===== src/rtl/mmio_button_input.sv =====
// Pushbutton front end for the MMIO input port: synchronize, debounce, and latch press events.
// Optional release pulse/flags are built when MMIO_BUTTON_RELEASE_EVENT_EN is defined.
module mmio_button_input #(
  parameter int NUM_BUTTONS     = 4,
  parameter int DEBOUNCE_CYCLES = 250000,
  parameter bit ACTIVE_LOW      = 1'b1
) (
  input  logic                   clock,
  input  logic                   notReset,
  input  logic [NUM_BUTTONS-1:0] rawButton,
  input  logic                   clearPress,
  input  logic [NUM_BUTTONS-1:0] clearMask,
  output logic [NUM_BUTTONS-1:0] stableButton,
  output logic [NUM_BUTTONS-1:0] pressPulse,
  output logic [NUM_BUTTONS-1:0] pressEvent,
`ifdef MMIO_BUTTON_RELEASE_EVENT_EN
  output logic [NUM_BUTTONS-1:0] releasePulse,
`endif
  output logic [31:0]            mmioWord
);

  localparam int CW = (DEBOUNCE_CYCLES > 1) ? $clog2(DEBOUNCE_CYCLES) : 1;
  localparam logic [CW-1:0] LAST = CW'(DEBOUNCE_CYCLES - 1);

  logic [NUM_BUTTONS-1:0] pressed_n;
  logic [NUM_BUTTONS-1:0] sync1;
  logic [NUM_BUTTONS-1:0] sync2;
  logic [NUM_BUTTONS-1:0] diff;
  logic [NUM_BUTTONS-1:0] done;
  logic [NUM_BUTTONS-1:0] clr;
  logic [CW-1:0]          cnt [NUM_BUTTONS];

  // Polarity is folded in ahead of the synchronizer so reset value 0 means "not pressed".
  assign pressed_n = ACTIVE_LOW ? ~rawButton : rawButton;

  // clearPress is a one-cycle strobe with no ready: honoured on every edge it is high.
  assign clr = clearPress ? clearMask : '0;

  always_comb begin
    diff = '0;
    done = '0;
    for (int i = 0; i < NUM_BUTTONS; i++) begin
      diff[i] = sync2[i] ^ stableButton[i];
      done[i] = diff[i] && (cnt[i] == LAST);
    end
  end

  always_ff @(posedge clock or negedge notReset) begin
    if (!notReset) begin
      sync1        <= '0;
      sync2        <= '0;
      stableButton <= '0;
      pressPulse   <= '0;
      pressEvent   <= '0;
      for (int i = 0; i < NUM_BUTTONS; i++) cnt[i] <= '0;
    end else begin
      sync1        <= pressed_n;
      sync2        <= sync1;
      stableButton <= stableButton ^ done;
      pressPulse   <= done & sync2;
      // Set term is OR'd after the clear so a simultaneous press is never lost.
      pressEvent   <= (pressEvent & ~clr) | (done & sync2);
      for (int i = 0; i < NUM_BUTTONS; i++) begin
        if (!diff[i] || done[i]) cnt[i] <= '0;
        else                     cnt[i] <= cnt[i] + CW'(1);
      end
    end
  end

`ifdef MMIO_BUTTON_RELEASE_EVENT_EN
  logic [NUM_BUTTONS-1:0] releaseEvent;

  always_ff @(posedge clock or negedge notReset) begin
    if (!notReset) begin
      releasePulse <= '0;
      releaseEvent <= '0;
    end else begin
      releasePulse <= done & ~sync2;
      releaseEvent <= (releaseEvent & ~clr) | (done & ~sync2);
    end
  end
`endif

  // Bits [7:4] stay zero so the top level can OR in LED feedback.
  always_comb begin
    mmioWord = '0;
    mmioWord[NUM_BUTTONS-1:0]  = stableButton;
    mmioWord[8 +: NUM_BUTTONS] = pressEvent;
`ifdef MMIO_BUTTON_RELEASE_EVENT_EN
    mmioWord[16 +: NUM_BUTTONS] = releaseEvent;
`endif
  end

endmodule


===== config.mk =====
export PLATFORM = sky130hd
export DESIGN_NAME = mmio_button_input
export DESIGN_NICKNAME = d
export VERILOG_FILES = /design/src/rtl/mmio_button_input.sv
export SDC_FILE = /design/constraint.sdc
export NUM_CORES = 1
export LEC_CHECK = 0
export BUFFER_PORTS_ARGS = -buffer_cell sky130_fd_sc_hd__buf_4
export CORE_UTILIZATION = 50
export CTS_CLUSTER_DIAMETER = 150
export DETAILED_ROUTE_END_ITERATION = 8
export PLACE_DENSITY = 0.81
export SETUP_SLACK_MARGIN = 0.05
export SLEW_MARGIN = 20
export SYNTH_ARGS = -nofsm -noshare
export SYNTH_HDL_FRONTEND = slang
export SYNTH_SLANG_ARGS = --single-unit

===== constraint.sdc =====
create_clock -name clock -period 2.4 [get_ports clock]
set_input_delay 0.36 -clock clock [delete_from_list [all_inputs] [get_ports clock]]
set_output_delay 0.36 -clock clock [all_outputs]
set_load 0.01 [all_outputs]

After elaboration in Yosys (flattened, before gate mapping)
Index checks and enable logic that the tools add are counted.
Word-level totals
  flip-flop bits (word level): 92
  bits of input ports: 11
  output and inout port bits: 44
  word-level logic and storage cells: 44
Cells by class
  add/sub/neg operators: 4
  eq/ne operators: 4
  multiplexer cells: 5
  bitwise operators: 10
  reductions and logical operators: 12
Operator list (count)
  $add 18x1->18 const B: 4
  $eq 18x18->1 const B: 4
  $mux 18: 4
  $and 4x4->4: 2
  $not 4->4: 2
  $logic_and 1x1->1: 4
  $logic_not 1->1: 4
  $logic_or 1x1->1: 4
  $mux 4: 1
  $or 4x4->4: 1
  $xor 1x1->1: 4
  $xor 4x4->4: 1

Longest topological paths before layout
Gate-level depths: netlist of the first run.
  word-level depth: 4
  depth in mapped cells: 8
  depth with buffers taken out: 5

Worst setup path after synthesis of the first run
Ideal clock, no wire load.
  kind: register -> register
  from: reg cnt[18] (netlist name)
  to: reg cnt[24] (netlist name)
  library setup time: 0.132 ns
  arrival time: 1.929 ns
  required time: 2.268 ns
  setup slack: 0.339 ns
  stages on the path, launching flop included: 9
  path buffers: 3
  clock period less this slack: 2.061 ns
  cells stage by stage: dfrtp_1 ha_1 clkbuf_1 nand4_1 nor3_1 a41o_1 clkbuf_1 clkbuf_1 nor2_1
On the way
  cells in the longest elaborated chain, start to end: 4
  elaborated cells on any way between the ends: 5
  classes of those cells: add/sub: 1; eq/ne: 1; mux: 1; reduce/logical: 2
Ends and longest elaborated chain
  from (decl): RTL line 31  | logic [CW-1:0] cnt [NUM_BUTTONS];
  from (signal, indexed assignment): RTL line 65  | else cnt[i] <= cnt[i] + CW'(1);
  branches (longest 3 deep; another with $add 18x1->18)
  $mux 18 *: RTL line 64  | if (!diff[i] || done[i]) cnt[i] <= '0;
Mark *: on every way between the ends.

Worst setup path in the final report of the first run
  from: reg cnt[13] (netlist name)
  to: reg cnt[9] (netlist name)
On the way
  cells in the longest elaborated chain, start to end: 4
Ends and longest elaborated chain
  $eq 18x18->1: RTL line 44  | done[i] = diff[i] && (cnt[i] == LAST);
  $logic_and 1x1->1: RTL line 44
  $logic_or 1x1->1: RTL line 64
  $mux 18: RTL line 64
No other way between the ends.

==> results.tsv, run 1 <==
stage	metric	value	unit
status	status	finished with violations	
status	violations	DRC	
synthesis	synth.area.mux_share	0.00984	
routing	num_vias	3272	
clock_network	tritoncts	yes	
power_and_ir_drop	leakagePower	2.18	nW
cells_and_area	final_area	0.00500	mm^2
floorplan	coreArea	0.00881	mm^2
synthesis	syn_avg_cell_area	9.85	um^2
routing	dr.pass1.iters	7	
setup_path	path_cells	or4b_1, or4_4, o21ai_4, nor2_1	
timing	finalSetupViolCount	0	
timing	rsz0062_at_grt	false	
placement	hpwl	5850	um
timing	hold_viol	0	
synthesis	synth_most_common_cell	dfrtp_1	
run	cap_violations	0	
clock_network	h-tree-depth	3	
power_and_ir_drop	peakVddDrop	0.333	mV
setup_path	crit_fanout	18	
floorplan	initial_core_util	0.520	
clock_network	path_clk_slew	90	ps
power_and_ir_drop	p_total	0.00291	W
timing	maxSlewViolCount	0	
synthesis	synthesis.area	0.00458	mm^2
timing	max_freq	461	MHz
setup_path	worst_setup_path_start_kind	register	
synthesis	ys.flop_type	dfrtp_1	
placement	dp_slack	258	ps
cells_and_area	areaGrowthSynthToFinish	9.16	%
synthesis	synth_xor_xnor_area_share	0.107	
setup_path	critPathRequiredTime	2630	ps
timing	worst_pin_slew	817	ps
synthesis	synthCells	465	
synthesis	synth_area_leaders	dfrtp_1 50%, nor2_1 6.0%, xnor2_1 5.7%	
placement	gp_congestion	0.842	
synthesis	yosysWarnings	0	
clock_network	cts_made_buffers	9	
setup_path	r2r_setup_slack	230	ps
synthesis	synthDistinctLibCells	40	
clock_network	post_cts_resized	0	
synthesis	synth_compound_area_frac	0.0456	
timing	relSlewSlack	0.456	
clock_network	clk_latency	350	ps
placement	placed_cell_area	0.00476	mm^2
global_routing	grt_pass1_vias	3215	
routing	ant_nets	0	
setup_path	cp_slowest_cell	or4_4	
global_routing	grt_antenna_before_repair	0	
clock_network	cts-hold-fix-buffers	0	
timing	finalSetupTns	0	ps
placement	portBuffers	30	
cells_and_area	num_antenna_cells	0	
floorplan	dieArea	0.00954	mm^2
setup_path	worstSetupPathType	reg -> reg	
setup_path	critPathCaptureType	register	
synthesis	synth_commonest_cells	92 x dfrtp_1, 73 x nor2_1, 33 x buf_4	
timing	fin_crit	2170	ps
timing	fin_skew	12.5	ps
routing	drt_iter0_drc	140	
synthesis	synth_fa_ha_area_frac	0.0109	
synthesis	synth-seq-cells	92	
global_routing	grt-ovfl-total	0	
clock_network	clk_path_buf_depth	2	
routing	wire_per_inst	13.9	um
floorplan	die_w	97.7	um
global_routing	grt_pass1_wl	14200	um
synthesis	synth_edf_count	0	
cells_and_area	multi_input_area	0.00200	mm^2
cells_and_area	drive_gt1_frac	0.128	
clock_network	cts_sinks	92	
floorplan	num_rows	34	
synthesis	synth_top_area_share	0.503	
timing	fin_crit_sh	0.903	
routing	drcViolationCount	10	
cells_and_area	regArea	0.00230	mm^2
synthesis	synth_top_area_cell	dfrtp_1	
timing	layout_setup_ws	233	ps
cells_and_area	fillerInstances	728	
setup_path	arrival	2400	ps
power_and_ir_drop	pwr_density_cell	582	mW/mm^2
synthesis	synth_top_family_by_area	simple AND/OR/NAND/NOR gates	
floorplan	die_h	97.7	um
cells_and_area	nets	502	
routing	vias_per_cell	5.45	
setup_path	cp_slowest_stage_delay	540	ps
clock_network	root_buffer	clkbuf_8	
synthesis	synthArstFlopShare	1.00	
routing	routed_wirelength	8340	um
min_path	hold_class	in -> async	
clock_network	postCtsSetupBuffers	0	
global_routing	grt_usage	0.185	
synthesis	synthSimpleGateAreaFrac	0.244	
synthesis	seq_area_frac_synth	0.503	
global_routing	grt_max_degree	66	
floorplan	io_pins	55	
==> kinds of logic (layout without fill, tap and decap cells) <==
group,count (synthesis),count (layout)
AOI/OAI and AO/OA,32,32
xor gates and xnor gates,56,56
adders and majority gates,4,4
buffers and inverters,61,65
DFF,92,92
muxes,4,4
other,1,24
and+or+nand+nor,215,215
==> area by class of cell <==
| cell class | count | area share |
|---|---|---|
| Multi-Input combinational cell | 335 | 0.400 |
| Inverter | 14 | 0.0105 |
| Clock buffer | 11 | 0.0303 |
| Tap cell | 108 | 0.0270 |
| Clock inverter | 5 | 0.0163 |
| Sequential cell | 92 | 0.461 |
| Timing Repair Buffer | 35 | 0.0551 |
==> sequential cells by signal, summed over array words and instances (netlist names), named ones only <==
register and count:
cnt 72, pressPulse 4, sync2 4, sync1 4
pressEvent 4
==> worst max-delay path: cells and delay by family (launching register included) <==
family / cells / cell delay (ps)
flip-flops: 1 / 420
AND/OR/NAND/NOR: 3 / 1170
AO/OA/AOI/OAI: 1 / 440
==> where the power goes <==
group | internal, W | leakage, nW | total, W | switching (W)
registers | 0.00157 | 1.26 | 0.00160 | 0.0000252
clock network | 0.000646 | 0.116 | 0.00118 | 0.000537
logic | 0.0000397 | 0.809 | 0.000130 | 0.0000899
total | 0.00226 | 2.18 | 0.00291 | 0.000652
==> metrics by stage <==
| stage | util | hold slack, ps | std cells |
|---|---|---|---|
| after global placement | 0.541 | 333 | 584 |
| after floorplan | - | 64.4 | 488 |
| final | 0.567 | 96.9 | 600 |
| after detailed placement | 0.541 | 336 | 584 |
| after CTS | 0.567 | 119 | 600 |
| after global routing | 0.567 | 136 | 600 |
==> layout by cell type (no fill, tap or decap), types with 3 or more instances in the layout <==
master / Yosys / final
a21oi_1: 12 / 12
and3_1: 7 / 7
and4_1: 9 / 9
buf_4: 33 / 34
clkbuf_8: 0 / 11
conb_1: 1 / 24
dfrtp_1: 92 / 92
ha_1: 4 / 4
inv_1: 14 / 14
mux2_2: 3 / 3
nand2_1: 25 / 25
nand2b_1: 5 / 5
nand3_1: 28 / 28
nand4_1: 27 / 27
nor2_1: 73 / 73
nor3_1: 9 / 9
nor4_1: 9 / 9
o21ai_0: 9 / 9
o31ai_1: 5 / 5
or3_1: 6 / 6
or4_1: 7 / 7
xnor2_1: 30 / 30
xor2_1: 26 / 26
==> worst paths after layout <==
path	endpoint	from	cells past startpoint
worst max-delay path	cnt[9]	cnt[13]	4
worst min-delay path	cnt[70]	notReset	1
worst max register to register	cnt[9]	cnt[13]	4
worst min register to register	sync2[3]	sync1[3]	0
max in group asynchronous	cnt[37]	notReset	2
min in group clock	sync1[1]	rawButton[1]	2
==> layer usage <==
metal  vias to the layer above  share of wire  track usage  wire (um)
met5                         -              0            0          0
met4                         0          0.017       0.0734        143
met3                        11          0.036       0.0295        303
met2                        89           0.49        0.316       4080
met1                      1579           0.46        0.235       3810
li1                       1593              -            -          -
No activity file was read; power rests on OpenSTA's default activity.
==> inputs of run 2 (changes only) <==
- CORE_UTILIZATION: 50 -> 58
- PLACE_DENSITY: 0.81 -> 0.91
==> run 2 against run 1 <==
Effect of this change:
- utilization rose by 8.1 points
- wire length rose by 5.2%
- count of clock-buffer cells in the layout fell by 2
- hold slack improved by 26 ps
- power fell by 3.4%
- the flow now finishes without violations
- critical path depth did not move
- critical path type unchanged
- die area fell by 14%
- register-to-register slack improved by 20 ps
- clock power fell by 8%
- combinational power barely moved
- setup slack improved by 18 ps
==> results.tsv, run 2 (synthesis results as in run 1) <==
stage	metric	value	unit
status	status	finished clean	
floorplan	die_h	90.8	um
global_routing	grt-ovfl-total	0	
global_routing	grt_pass1_wl	15100	um
floorplan	die_w	90.8	um
cells_and_area	fin_cells	596	
floorplan	initial_core_util	0.596	
cells_and_area	nets	504	
timing	worst_pin_slew	680	ps
placement	portBuffers	30	
cells_and_area	largest_register_ffs	72	
min_path	min_to	sync1[3]	
routing	ant_nets	0	
global_routing	grt_usage	0.228	
cells_and_area	num_antenna_cells	0	
setup_path	timing.rr.start	cnt[13]	
timing	fin_skew	8.95	ps
setup_path	worst_setup_path_start_kind	register	
power_and_ir_drop	peakVddDrop	0.315	mV
timing	rsz0062_at_grt	false	
clock_network	cts_sinks	92	
power_and_ir_drop	leakagePower	2.18	nW
cells_and_area	drive_gt1_frac	0.130	
routing	drcViolationCount	0	
setup_path	reg2reg_depth	4	
setup_path	r2r_setup_slack	250	ps
global_routing	grt_antenna_before_repair	0	
timing	hold_viol	0	
setup_path	worstSetupPathType	reg -> reg	
routing	num_vias	3379	
placement	placed_cell_area	0.00476	mm^2
clock_network	path_clk_slew	100	ps
clock_network	cts_made_buffers	9	
run	cap_violations	0	
clock_network	clk_latency	360	ps
floorplan	num_rows	32	
setup_path	crit_fanout	4	
clock_network	root_buffer	clkbuf_8	
routing	vias_per_cell	5.67	
cells_and_area	layout_common_cells	92 x dfrtp_1, 73 x nor2_1, 35 x buf_4	
min_path	min_from	rawButton[3]	
min_path	hold_depth	2	
setup_path	critPathRequiredTime	2650	ps
timing	fin_crit_sh	0.896	
power_and_ir_drop	pwr_density_cell	564	mW/mm^2
floorplan	coreArea	0.00769	mm^2
setup_path	path_cells	or4b_1, or4_4, nor2_1, mux2_1	
global_routing	grt_max_degree	54	
placement	hpwl	6160	um
setup_path	arrival	2400	ps
routing	routed_wirelength	8770	um
placement	gp_congestion	0.838	
cells_and_area	final_common_cell	dfrtp_1	
timing	fin_crit	2150	ps
setup_path	cp_slowest_cell	or4_4	
routing	wire_per_inst	14.7	um
setup_path	critPathCaptureType	register	
setup_path	cp_slowest_stage_delay	540	ps
floorplan	io_pins	55	
cells_and_area	final_area	0.00498	mm^2
cells_and_area	top_register	cnt	
cells_and_area	areaGrowthSynthToFinish	8.83	%
clock_network	h-tree-depth	3	
timing	max_freq	465	MHz
clock_network	tritoncts	yes	
clock_network	post_cts_resized	0	
floorplan	dieArea	0.00825	mm^2
timing	maxSlewViolCount	0	
timing	finalSetupViolCount	0	
min_path	hold_class	in -> reg	
clock_network	clk_path_buf_depth	2	
placement	dp.cells	579	
timing	relSlewSlack	0.543	
routing	dr.pass1.iters	4	
global_routing	grt_pass1_vias	3313	
timing	finalSetupTns	0	ps
routing	drt_iter0_drc	172	
## run 2: cell types whose count changed in the layout (fill, tap and decap cells not counted), sizes merged
cell / change
clkbuf: -2
buf: +1
dlygate4sd3: +1
inv: +2
bufinv: -1
clkinv: +1
## run 2: stage by stage
stage	hold slack, ps	utilization	worst slack, ps	power, W
floorplan	64.4	-	339	0.00172
global placement	334	0.620	325	0.00175
detailed placement	339	0.620	265	0.00176
CTS	110	0.648	252	0.00283
global route	116	0.648	131	0.00291
finish	122	0.648	250	0.00281
## run 2: layer usage
metal	vias to the layer above	GRT usage	part of all wire
met5	-	0	0
met4	0	0.101	0.017
met3	17	0.0362	0.043
met2	102	0.381	0.52
met1	1664	0.294	0.42
li1	1596	-	-
## run 2: cell type report
type	instances	area [um^2]
clock buffers	9	124
clock inverters	7	83.8
fillers	587	2710
inverters	14	52.6
multi-input cells	335	2000
flip-flops and latches	92	2300
well taps	102	128
repair buffers	37	293
## run 2: report_power, final
group          switching, W  internal, W  total (W)
logic             0.0000906    0.0000411   0.000132
clock network      0.000580     0.000500    0.00108
registers         0.0000268      0.00157    0.00160
total              0.000698      0.00211    0.00281
## run 2: repair_timing
item,in CTS,in global routing
endpoints found under the hold margin,39,0
hold buffers,1,0
buffers inserted,0,0
## run 2: how the worst max path moves through the flow
stage             from        to  slack, ps
2_1_floorplan  cnt[18]   cnt[24]        340
5_1_grt        cnt[13]   cnt[17]        130
3_5_place_dp   cnt[13]  register        270
4_1_cts        cnt[13]  register        250
6_report       cnt[13]  register        250
3_3_place_gp   cnt[13]  register        320
## run 2: worst max-delay path, delay by kind of cell, from the launching register on
kind | cells | cell delay [ps]
flops | 1 | 420
simple gates | 3 | 1260
mux | 1 | 350
==> inputs of run 3 (changes only) <==
- MAX_ROUTING_LAYER: not set -> met4
- SKIP_LAST_GASP: not set -> 1
==> run 3 against run 2 <==
Effect of this change:
- register-to-register slack about the same
- clock power about the same
- setup slack got worse by 0.78 ps
- sequential power about the same
- count of clock-buffer cells in the layout stayed put
- sequential cell count stayed put
- maximum frequency is essentially flat
- sequential share of layout area is the same
- largest cell class unchanged
==> results.tsv, run 3 (synthesis results as in run 1) <==
stage	metric	value	unit
floorplan	io_pins	55	
cells_and_area	nets	504	
setup_path	worstSetupPathType	reg -> reg	
cells_and_area	final_common_cell	dfrtp_1	
floorplan	dieArea	0.00825	mm^2
clock_network	clk_latency	360	ps
clock_network	clk_path_buf_depth	2	
timing	finalSetupTns	0	ps
min_path	min_from	rawButton[3]	
setup_path	arrival	2390	ps
clock_network	postCtsSetupBuffers	0	
power_and_ir_drop	peakVddDrop	0.312	mV
timing	max_freq	465	MHz
global_routing	grt_pass1_wl	15100	um
cells_and_area	largest_register_ffs	72	
floorplan	die_w	90.8	um
floorplan	initial_core_util	0.596	
power_and_ir_drop	leakagePower	2.18	nW
timing	finalSetupViolCount	0	
timing	relSlewSlack	0.549	
global_routing	grt_max_degree	54	
routing	dr.pass1.iters	4	
routing	vias_per_cell	5.70	
clock_network	path_clk_slew	100	ps
cells_and_area	drive_gt1_frac	0.130	
clock_network	cts_sinks	92	
cells_and_area	areaGrowthSynthToFinish	8.83	%
placement	portBuffers	30	
timing	fin_skew	10.7	ps
cells_and_area	multi_input_area	0.00200	mm^2
run	cap_violations	0	
floorplan	coreArea	0.00769	mm^2
cells_and_area	regArea	0.00230	mm^2
routing	routed_wirelength	8820	um
clock_network	cts-hold-fix-buffers	1	
clock_network	h-tree-depth	3	
routing	num_vias	3398	
setup_path	cp_slowest_cell	or4_4	
timing	maxSlewViolCount	0	
clock_network	tritoncts	yes	
routing	drt_iter0_drc	167	
cells_and_area	layout_common_cells	92 x dfrtp_1, 73 x nor2_1, 35 x buf_4	
timing	fin_crit_sh	0.896	
routing	drcViolationCount	0	
cells_and_area	final_area	0.00498	mm^2
global_routing	grt_pass1_vias	3317	
setup_path	critPathRequiredTime	2640	ps
setup_path	crit_fanout	18	
setup_path	path_cells	or4b_1, or4_4, o21ai_4, nor2_1	
setup_path	worst_setup_path_start_kind	register	
cells_and_area	top_register	cnt	
setup_path	critPathBufInv	0	
global_routing	grt_antenna_before_repair	0	
min_path	hold_class	in -> reg	
setup_path	cp_slowest_stage_delay	540	ps
power_and_ir_drop	p_total	0.00282	W
timing	rsz0062_at_grt	false	
global_routing	grt_usage	0.235	
floorplan	die_h	90.8	um
setup_path	timing.rr.start	cnt[13]	
timing	hold_viol	0	
placement	hpwl	6160	um
placement	placed_cell_area	0.00476	mm^2
placement	gp_congestion	0.851	
clock_network	cts_made_buffers	9	
clock_network	root_buffer	clkbuf_8	
routing	wire_per_inst	14.8	um
cells_and_area	fillerInstances	587	
clock_network	post_cts_resized	0	
setup_path	cp_top_family	simple AND/OR/NAND/NOR gates	
global_routing	grt-ovfl-total	0	
routing	ant_nets	0	
power_and_ir_drop	pwr_density_cell	565	mW/mm^2
setup_path	critPathCaptureType	register	
floorplan	num_rows	32	
timing	fin_crit	2150	ps
setup_path	startpoint	cnt[13]	
status	status	finished clean	
timing	worst_pin_slew	671	ps
cells_and_area	num_antenna_cells	0	
==> run 3: stage by stage <==
step | instances | setup WS (ps) | hold WS (ps) | util
finish | 596 | 250 | 118 | 0.648
global placement | 579 | 325 | 334 | 0.620
floorplan | 488 | 339 | 64.4 | -
CTS | 596 | 252 | 110 | 0.648
detailed placement | 579 | 265 | 339 | 0.620
global route | 596 | 131 | 116 | 0.648
==> run 3: final cells by class <==
cell class / count / area share
clock buffer: 9 / 0.0249
clock inverter: 7 / 0.0168
timing repair buffer: 37 / 0.0588
sequential: 92 / 0.462
multi-input combinational: 335 / 0.401
inverter: 14 / 0.0105
tap: 102 / 0.0256
==> run 3: worst paths after layout <==
kind	endpoint	slack, ps	depth (start not counted)
setup reg to reg	cnt[2]	250	4
min in group asynchronous	cnt[68]	500	2
max in group asynchronous	cnt[50]	1230	3
setup / recovery	cnt[2]	250	4
hold / removal	sync1[3]	120	2
hold reg to reg	sync2[3]	360	0
==> run 3: power breakdown <==
group          switching [W]  internal, W
registers          0.0000267      0.00157
logic              0.0000910    0.0000411
clock network       0.000586     0.000500
==> run 3: per-layer routing <==
metal | vias up | global-route usage | share of wire
met1 | 1684 | 0.294 | 0.43
met3 | 16 | 0.0362 | 0.042
met4 | 0 | 0.101 | 0.019
met2 | 96 | 0.382 | 0.51
li1 | 1602 | - | -
met5 | - | - | 0
==> run 3: worst register-to-register path: cells and delay by family (launching register included) <==
family / cells / cell delay, ps
and+or+nand+nor: 3 / 1170
DFF: 1 / 420
AOI/OAI and AO/OA: 1 / 420
